--- config.mk ---
export PLATFORM = sky130hd
export DESIGN_NAME = get_reg
export DESIGN_NICKNAME = d
export VERILOG_FILES = /design/src/rtl/get_reg.sv
export SDC_FILE = /design/constraint.sdc
export NUM_CORES = 1
export LEC_CHECK = 0
export ABC_AREA = 1
export BUFFER_PORTS_ARGS = -buffer_cell sky130_fd_sc_hd__buf_2
export CORE_MARGIN = 2
export CORE_UTILIZATION = 55
export CTS_CLUSTER_DIAMETER = 50
export DETAILED_ROUTE_END_ITERATION = 16
export GPL_ROUTABILITY_DRIVEN = 0
export PLACE_DENSITY = 0.82
export SLEW_MARGIN = 20
export SYNTH_ARGS = -nofsm -noshare
export SYNTH_HDL_FRONTEND = slang
export SYNTH_SLANG_ARGS = --single-unit
--- constraint.sdc ---
create_clock -name clk -period 2.4 [get_ports clk]
set_input_delay 0.12 -clock clk [delete_from_list [all_inputs] [get_ports clk]]
set_output_delay 0.12 -clock clk [all_outputs]
set_load 0.005 [all_outputs]
--- src/rtl/get_reg.sv ---
// get_reg: registered RISC-V register-index to ASCII name lookup, three channels, latency 1.
// Define GETREG_NUMERIC_EN to emit architectural names "x0".."x31" instead of ABI names.
module get_reg #(
    parameter int NAME_W = 32
) (
    input  logic              clk,
    input  logic              reset,
    input  logic              in_valid,
    input  logic [4:0]        rd_idx,
    input  logic [4:0]        rs1_idx,
    input  logic [4:0]        rs2_idx,
    output logic              out_valid,
    output logic [NAME_W-1:0] rd_name,
    output logic [NAME_W-1:0] rs1_name,
    output logic [NAME_W-1:0] rs2_name,
    output logic [2:0]        rd_len,
    output logic [2:0]        rs1_len,
    output logic [2:0]        rs2_len
);

    localparam int NCH = 3;

    typedef struct packed {
        logic [2:0]  len;
        logic [31:0] name;
    } name_t;

    // Digit bytes are built arithmetically; names are right-justified, upper bytes zero.
    function automatic name_t lookup(input logic [4:0] idx);
        name_t      r;
        logic [7:0] i8;
        i8     = {3'b000, idx};
        r.name = '0;
        r.len  = 3'd2;
`ifdef GETREG_NUMERIC_EN
        if (idx < 5'd10) begin
            r.name[15:0] = {"x", 8'h30 + i8};
        end else if (idx < 5'd20) begin
            r.name[23:0] = {"x1", 8'h30 + i8 - 8'd10};
            r.len        = 3'd3;
        end else if (idx < 5'd30) begin
            r.name[23:0] = {"x2", 8'h30 + i8 - 8'd20};
            r.len        = 3'd3;
        end else begin
            r.name[23:0] = {"x3", 8'h30 + i8 - 8'd30};
            r.len        = 3'd3;
        end
`else
        case (idx) inside
            5'd0:           begin r.name = "zero"; r.len = 3'd4; end
            5'd1:           r.name[15:0] = "ra";
            5'd2:           r.name[15:0] = "sp";
            5'd3:           r.name[15:0] = "gp";
            5'd4:           r.name[15:0] = "tp";
            [5'd5:5'd7]:    r.name[15:0] = {"t", 8'h30 + i8 - 8'd5};
            [5'd8:5'd9]:    r.name[15:0] = {"s", 8'h30 + i8 - 8'd8};
            [5'd10:5'd17]:  r.name[15:0] = {"a", 8'h30 + i8 - 8'd10};
            [5'd18:5'd25]:  r.name[15:0] = {"s", 8'h30 + i8 - 8'd16};
            [5'd26:5'd27]:  begin r.name[23:0] = {"s1", 8'h30 + i8 - 8'd26}; r.len = 3'd3; end
            default:        r.name[15:0] = {"t", 8'h30 + i8 - 8'd25};
        endcase
`endif
        return r;
    endfunction

    logic [NCH-1:0][4:0]        w_idx;
    name_t [NCH-1:0]            w_lk;
    logic                       r_valid;
    logic [NCH-1:0][NAME_W-1:0] r_name;
    logic [NCH-1:0][2:0]        r_len;

    assign w_idx = {rs2_idx, rs1_idx, rd_idx};

    for (genvar c = 0; c < NCH; c++) begin : g_ch
        assign w_lk[c] = lookup(w_idx[c]);

        always_ff @(posedge clk) begin
            if (reset) begin
                r_name[c] <= '0;
                r_len[c]  <= '0;
            end else if (in_valid) begin
                r_name[c] <= NAME_W'(w_lk[c].name);
                r_len[c]  <= w_lk[c].len;
            end
        end
    end

    always_ff @(posedge clk) begin
        if (reset) r_valid <= 1'b0;
        else       r_valid <= in_valid;
    end

    assign out_valid = r_valid;
    assign rd_name   = r_name[0];
    assign rs1_name  = r_name[1];
    assign rs2_name  = r_name[2];
    assign rd_len    = r_len[0];
    assign rs1_len   = r_len[1];
    assign rs2_len   = r_len[2];

endmodule

# [Yosys cells after proc, flatten, opt, wreduce, memory -nomap -nowiden]
# Cells that the tools add are included.
[classes] addsub=21 n_eq_ne=12 order_cmp=30 n_reduce_logical=18 n_mux=93
[ops] op="$mux W15" n=21
[ops] op="$mux W7" n=21
[ops] op="$mux W16" n=9
[ops] op="$mux W8" n=12
[ops] op="$sub A8 B4 Y8 const B" n=6
[ops] op="$sub A8 B5 Y8 const B" n=6
[ops] op="$le A5 B5 Y1 const B" n=9
[ops] op="$mux W3" n=11
[ops] op="$eq A5 B2 Y1 const B" n=6
[ops] op="$ge A5 B4 Y1 const B" n=6
[ops] op="$ge A5 B5 Y1 const B" n=6
[ops] op="$sub A7 B5 Y8 const B" n=3
[ops] op="$sub A8 B3 Y8 const B" n=3
[ops] op="$add A6 B5 Y7 const A" n=3
[ops] op="$mux W1" n=19
[ops] op="$eq A5 B1 Y1 const B" n=3
[ops] op="$eq A5 B3 Y1 const B" n=3
[ops] op="$ge A5 B3 Y1 const B" n=3
[ops] op="$le A5 B3 Y1 const B" n=3
[ops] op="$le A5 B4 Y1 const B" n=3
[ops] op="$logic_and A1 B1 Y1" n=15
[ops] op="$logic_not A5 Y1" n=3
[word_totals] reg_bits=106 wordCells=181 output_inout_bits=106

# [Longest topological paths before layout]
# Gate-level depths: netlist of the first run.
[depth] depth_word=12 ltp_mapped=17 mapped_depth_nobuf=16

# [Worst setup path before layout of the first run]
# No wires, ideal clock.
[synth_path] kind="input-to-reg" start="in rs2_idx[4]" end="reg r_name (netlist bit rs2_name[14])" stages=14 t_required_ns=2.284 path_slack_ns=0.552 arrival_ns=1.732 setup_ns=0.116 cell_sequence="buf_2 -> inv_2 -> buf_2 -> ha_1 -> nand2_1 -> ha_1 -> nand2_1 -> o21ai_1 -> nand2_2 -> nand2_1 -> inv_2 -> nand4_1 -> o211ai_1 -> inv_1"
[synth_between] elab_chain_cells=12
[synth_rtl] item="from (decl)" line="11" rtl="input logic [4:0] rs2_idx,"
[synth_rtl] item="$ge A5 B5 Y1 (not written as such) / $le A5 B5 Y1 (equally long branches)" line="75" rtl="assign w_lk[c] = lookup(w_idx[c]);"
[synth_rtl] item="$logic_and A1 B1 Y1 (not written as such)" line="75"
[synth_rtl] item="$mux W15 (9 in series)" line="49" rtl="case (idx) inside"
[synth_rtl] item="$mux W15 (*)" line="49"
[synth_rtl] item="to (signal, indexed assignment)" line="82" rtl="r_name[c] <= NAME_W'(w_lk[c].name);"
[synth_rtl] item="to (decl)" line="69" rtl="logic [NCH-1:0][NAME_W-1:0] r_name;"
# Every way passes the cells marked *; elsewhere a longest branch is shown, timed or not.
# A chain may end at the register's enable or synchronous reset.

# [Worst setup path after layout of the first run]
[layout_path] start="in rd_idx[1]" end="reg r_name (netlist bit rd_name[5])"
[layout_between] elab_chain_cells=12
[layout_rtl] item="from (decl)" line="9" rtl="input logic [4:0] rd_idx,"
[layout_rtl] item="$add A6 B5 Y7 (tied with other cells)"
[layout_rtl] item="$sub A8 B5 Y8 (tied with other cells)" line="59" rtl="[5'd26:5'd27]: begin r.name[23:0] = {\"s1\", 8'h30 + i8 - 8'd26}; r.len = 3'd3; end"
[layout_rtl] item="$mux W15" line="49"
[layout_rtl] item="$mux W16 (8 in series)" line="49"
[layout_rtl] item="$mux W16 (*)" line="49"
# Marked as above.

==> results of run 1 <==
-- stage by stage --
step	hold WS, ps	power, mW	std cells
floorplan	347	1.62	864
global placement	448	1.83	1022
detailed placement	453	1.84	1022
CTS	180	2.38	1030
global route	214	2.55	1030
finish	180	2.38	1030
-- critical path, cell delays in order --
cell	delay [ps]
buf_2	160
inv_1	160
ha_1	310
inv_1	110
nand2_1	60
ha_1	180
o21ai_1	80
nand2_1	110
nand2_2	190
nand2_2	110
inv_2	90
o21ai_1	60
o21ai_1	200
nand2_1	80
a21oi_1	140
-- placed cells by master (no fill, tap or decap), types with 5 or more instances in the layout --
master and count:
nand2_1 254, buf_2 99, nand3_1 74, inv_1 64, ha_1 52, a21oi_1 50
dfxtp_1 50, nor2_1 45, o21ai_0 41, inv_2 27, conb_1 24, o21ai_1 20
xor2_1 15, nand2_2 13, buf_4 12, nand4_1 9, clkbuf_8 7, nor2_2 6
o211ai_1 5, a31oi_1 5
-- final cells by class --
cell class,count,area (um^2),area share (%)
multi-input combinational,640,3400,60.7
sequential,50,1000,17.9
timing repair buffer,111,586,10.5
inverter,92,345,6.17
tap,129,161,2.88
clock buffer,7,96.3,1.72
clock inverter,1,8.76,0.156
-- path summary, 6_finish.rpt --
kind	end	slack (ps)	cells past startpoint
max	rd_name[5]	460	15
min	out_valid	180	3
max reg2reg	rs1_len[0]	1670	2
min reg2reg	rd_name[10]	470	2
-- cells by family (layout without fill, tap and decap cells) --
group / Yosys count / after routing / share of synthesized area [%]
buf+inv: 174 / 211 / 17.5
xor+xnor: 15 / 15 / 2.51
flops: 50 / 50 / 19.1
compound gates: 134 / 134 / 14.3
simple gates: 415 / 415 / 34.1
fa+ha+maj: 52 / 52 / 12.4
other cells: 1 / 24 / 0.0717
-- flip-flops by register name (all words and copies together) (netlist names) --
name       count
out_valid      1
rd_len         2
rd_name       14
rs1_len        2
rs1_name      14
rs2_len        2
rs2_name      15
-- power groups by stage --
stage | registers, mW | logic (mW) | clock network [mW]
after global routing | 0.941 | 1.02 | 0.587
after floorplan | 0.957 | 0.667 | 0
after global placement | 0.950 | 0.878 | 0
after detailed placement | 0.952 | 0.884 | 0
after CTS | 0.933 | 0.889 | 0.556
final | 0.933 | 0.899 | 0.546
-- metal layers --
metal / routed length (um) / GRT usage (%)
met4: 304 / 9.67
met5: 0 / 0
met3: 903 / 4.07
met1: 5870 / 34.1
met2: 6400 / 44.1
==> results_dict.tcl, run 1 <==
set metrics [dict create \
    status "completed" \
    finalHoldViolCount 0 \
    seq_power_share_pct 39.2 \
    ys_top_cells_by_area "dfxtp_1 19%, nand2_1 18%, ha_1 12%" \
    drt_iter0_drc 316 \
    cts-root-buf "clkbuf_8" \
    post-dp-hpwl_um 10500 \
    synthCells 841 \
    critPathCaptureType "register" \
    reg2reg_from "rs1_len[0]" \
    p_int_mw 1.48 \
    tightestPinTransition_ps 908 \
    dieArea_um2 10300 \
    nFillCells 951 \
    synth-edff-count 0 \
    synthTopCellsByCount "254 x nand2_1, 74 x nand3_1, 64 x inv_1" \
    layout_setup_ws_ps 462 \
    swShare_pct 37.9 \
    postCtsResizedCells 0 \
    vias_per_cell 5.23 \
    ir_drop_mv 0.249 \
    grt_pass1_vias 4817 \
    path_max_fanout 10 \
    synth_most_common_cell "nand2_1" \
    routedWlPerCell_um 13.1 \
    cap_viol_max_count 0 \
    drive_gt1_share_pct 19.9 \
    cts_tree "done" \
    rsz0062_at_grt "false" \
    cp.arrival_ps 2170 \
    cellLeakagePower_nw 3.16 \
    finalNetCount 970 \
    cts_num_sinks 50 \
    core_um2 9240 \
    yosysTopAreaCell "dfxtp_1" \
    die_y_um 102 \
    required_ps 2630 \
    firstDrtPassIters 5 \
    synth.avg_cell_area_um2 6.22 \
    antenna_found_initial 0 \
    dpl-instance-area_um2 5490 \
    clk_transition_reported_paths_ps 90 \
    initial_utilization_pct 56.6 \
    syn_area_um2 5230 \
    post-place-ws_ps 219 \
    min_period_ps 1940 \
    num_rows 35 \
    fin_crit_sh_pct 80.8 \
    p_clk_share_pct 23.0 \
    io_buffers 99 \
    final_util_pct 60.6 \
    hold_buffers 0 \
    die_w_um 102 \
    crit_path_start_kind "input pin" \
    postCtsSetupBuffers 0 \
    drc_errors 0 \
    setup_viol 0 \
    combPwrFrac_pct 37.8 \
    ant_nets 0 \
    clock_latency_ps 300 \
    slew_viol_final 0 \
    grt_max_degree 37 \
    synth.top_cell.area_share_pct 19.1 \
    grt_pass1_wl_um 22300 \
    synth.yosys.seq_area_share_pct 19.1 \
    syn_to_final_growth_pct 7.03 \
    relSlewSlack_pct 39.4 \
    ys_ff_latch 50 \
    path_class "input pin to register" \
    worstHoldStart "in_valid" \
    setup_tns_ps 0 \
    grt-ovfl-total 0 \
    clock_skew_ps 0 \
    ys.flop_type "dfxtp_1" \
    pin_count 124 \
    numCtsBuffers 5 \
    power_switching_mw 0.901 \
    postSynth.asyncResetShare_pct 0 \
    wl_um 13500 \
    cts_buffer_depth 2 \
    synth.distinct_cells 39 \
    grt_usage_pct 26.3 \
    cp-startpoint "rd_idx[1]" \
    clock.fmax_mhz 516 \
    hold_class "input pin to register" \
    power_density_nw_per_um2 425 \
    ys.warnings.count 0 \
    diodes 0 \
    post-route-cell-area_um2 5600 \
    dr_total_vias 5384 \
    htree_levels 2 \
]
No activity file was read; power rests on OpenSTA's default activity.
==> run 2: changes to the inputs <==
==> constraint.sdc (replaced) <==
create_clock -name clk -period 2 [get_ports clk]
set_input_delay 0.1 -clock clk [delete_from_list [all_inputs] [get_ports clk]]
set_output_delay 0.1 -clock clk [all_outputs]
set_load 0.005 [all_outputs]
==> results_dict.tcl, run 2 (synthesis results as in run 1) <==
set metrics [dict create \
    hold_class "input pin to register" \
    cellLeakagePower_nw 3.28 \
    rsz0062_at_grt "false" \
    diodes 0 \
    largest_reg_flops 15 \
    wl_um 13800 \
    grt_usage_pct 27.2 \
    numCtsBuffers 5 \
    cp_num_buf_inv 4 \
    pin_count 124 \
    multi_input_area_um2 3400 \
    htree_levels 2 \
    die_y_um 102 \
    dieArea_um2 10300 \
    clk_transition_reported_paths_ps 90 \
    clock_skew_ps 0 \
    drc_errors 0 \
    cap_viol_max_count 0 \
    grt_max_degree 37 \
    path_class "input pin to register" \
    most-common-layout-cells "254 x nand2_1, 99 x buf_2, 74 x nand3_1, 64 x inv_1, 52 x ha_1" \
    fin_crit_sh_pct 83.3 \
    fin_hold_ws_ps 165 \
    cts_num_sinks 50 \
    antenna_found_initial 0 \
    power_density_nw_per_um2 503 \
    dr_total_vias 5461 \
    cts-root-buf "clkbuf_8" \
    hold_buffers 0 \
    crit_path_start_kind "input pin" \
    postCtsResizedCells 0 \
    clock_latency_ps 310 \
    die_w_um 102 \
    ant_nets 0 \
    required_ps 2240 \
    routedWlPerCell_um 13.1 \
    initial_utilization_pct 56.6 \
    finalNetCount 995 \
    layout_commonest_cell "nand2_1" \
    drt_iter0_drc 308 \
    min_period_ps 1670 \
    hold_depth 3 \
    cts_tree "done" \
    slowest_stage "ha_1" \
    use_met1_pct 35.2 \
    grt-ovfl-total 0 \
    nFillCells 909 \
    crit_cells 15 \
    use_met3_pct 3.45 \
    setup_viol 0 \
    crit_chain "buf_2 > inv_2 > ha_1 > inv_1 > nand2_1 > ha_1 > o21ai_1 > nand2_1 > nand2_2 > nand2_2 > inv_2 > o21ai_1 > o21ai_1 > nand2_1 > a21oi_1" \
    use_met2_pct 46.4 \
    cp_top_family "simple AND/OR/NAND/NOR gates" \
    post-dp-hpwl_um 10900 \
    grt_pass1_wl_um 23100 \
    total_power_mw 2.91 \
    slew_viol_final 0 \
    drive_gt1_share_pct 22.0 \
    firstDrtPassIters 6 \
    seqCellArea_um2 1000 \
    num_rows 35 \
    ir_drop_mv 0.272 \
    io_buffers 99 \
    status "completed" \
    grt-busiest-layer "met2" \
    finalHoldViolCount 0 \
    clock.fmax_mhz 600 \
    cp.arrival_ps 1910 \
    vias_per_cell 5.18 \
    cts_buffer_depth 2 \
    r2r_cells 2 \
    critPathCaptureType "register" \
    postCtsSetupBuffers 0 \
    grt_pass1_vias 5025 \
    syn_to_final_growth_pct 10.6 \
    critPathMaxStageDelay_ps 190 \
    path_max_fanout 8 \
    core_um2 9240 \
    setup_tns_ps 0 \
]
[run 2: through the flow]
step | setup WS (ps) | cell area, um^2 | util (%) | std cells
floorplan | 172 | 5320 | - | 864
global placement | 77.2 | 5680 | 61.5 | 1047
detailed placement | 13.2 | 5680 | 61.5 | 1047
CTS | 346 | 5790 | 62.6 | 1055
global route | 80.0 | 5790 | 62.6 | 1055
finish | 334 | 5790 | 62.6 | 1055
[run 2: area by class of cell]
class | instances | area share, %
Timing Repair Buffer | 136 | 13.4
Inverter | 92 | 5.97
Sequential cell | 50 | 17.3
Tap cell | 129 | 2.79
Multi-Input combinational cell | 640 | 58.8
Clock inverter | 1 | 0.151
Clock buffer | 7 | 1.66
[run 2: final timing paths]
| kind | from | to | slack (ps) |
|---|---|---|---|
| max | rd_idx[2] | rd_name[5] | 330 |
| min | in_valid | out_valid | 160 |
| max reg2reg | rs1_name[29] | rs1_name[29] | 1300 |
| min reg2reg | rs1_name[14] | rs1_name[14] | 470 |
[run 2: routing by layer]
layer / vias to the layer above / part of all wire, % / wire [um]
li1: 2787 / - / -
met1: 2452 / 45 / 6190
met2: 194 / 47 / 6510
met3: 28 / 5.8 / 802
met4: 0 / 2.5 / 345
met5: - / 0 / 0
[run 2: worst register-to-register path, stage by stage (launching register included)]
cell	delay, ps
dfxtp_1	440
o21ai_0	100
nor2_1	100
[run 2: power breakdown]
part / switching [mW] / leakage [nW] / internal [mW] / total [mW]
registers: 0.0470 / 0.415 / 1.08 / 1.12
clock network: 0.357 / 0.0544 / 0.318 / 0.675
logic: 0.703 / 2.81 / 0.412 / 1.11
total: 1.11 / 3.28 / 1.81 / 2.91
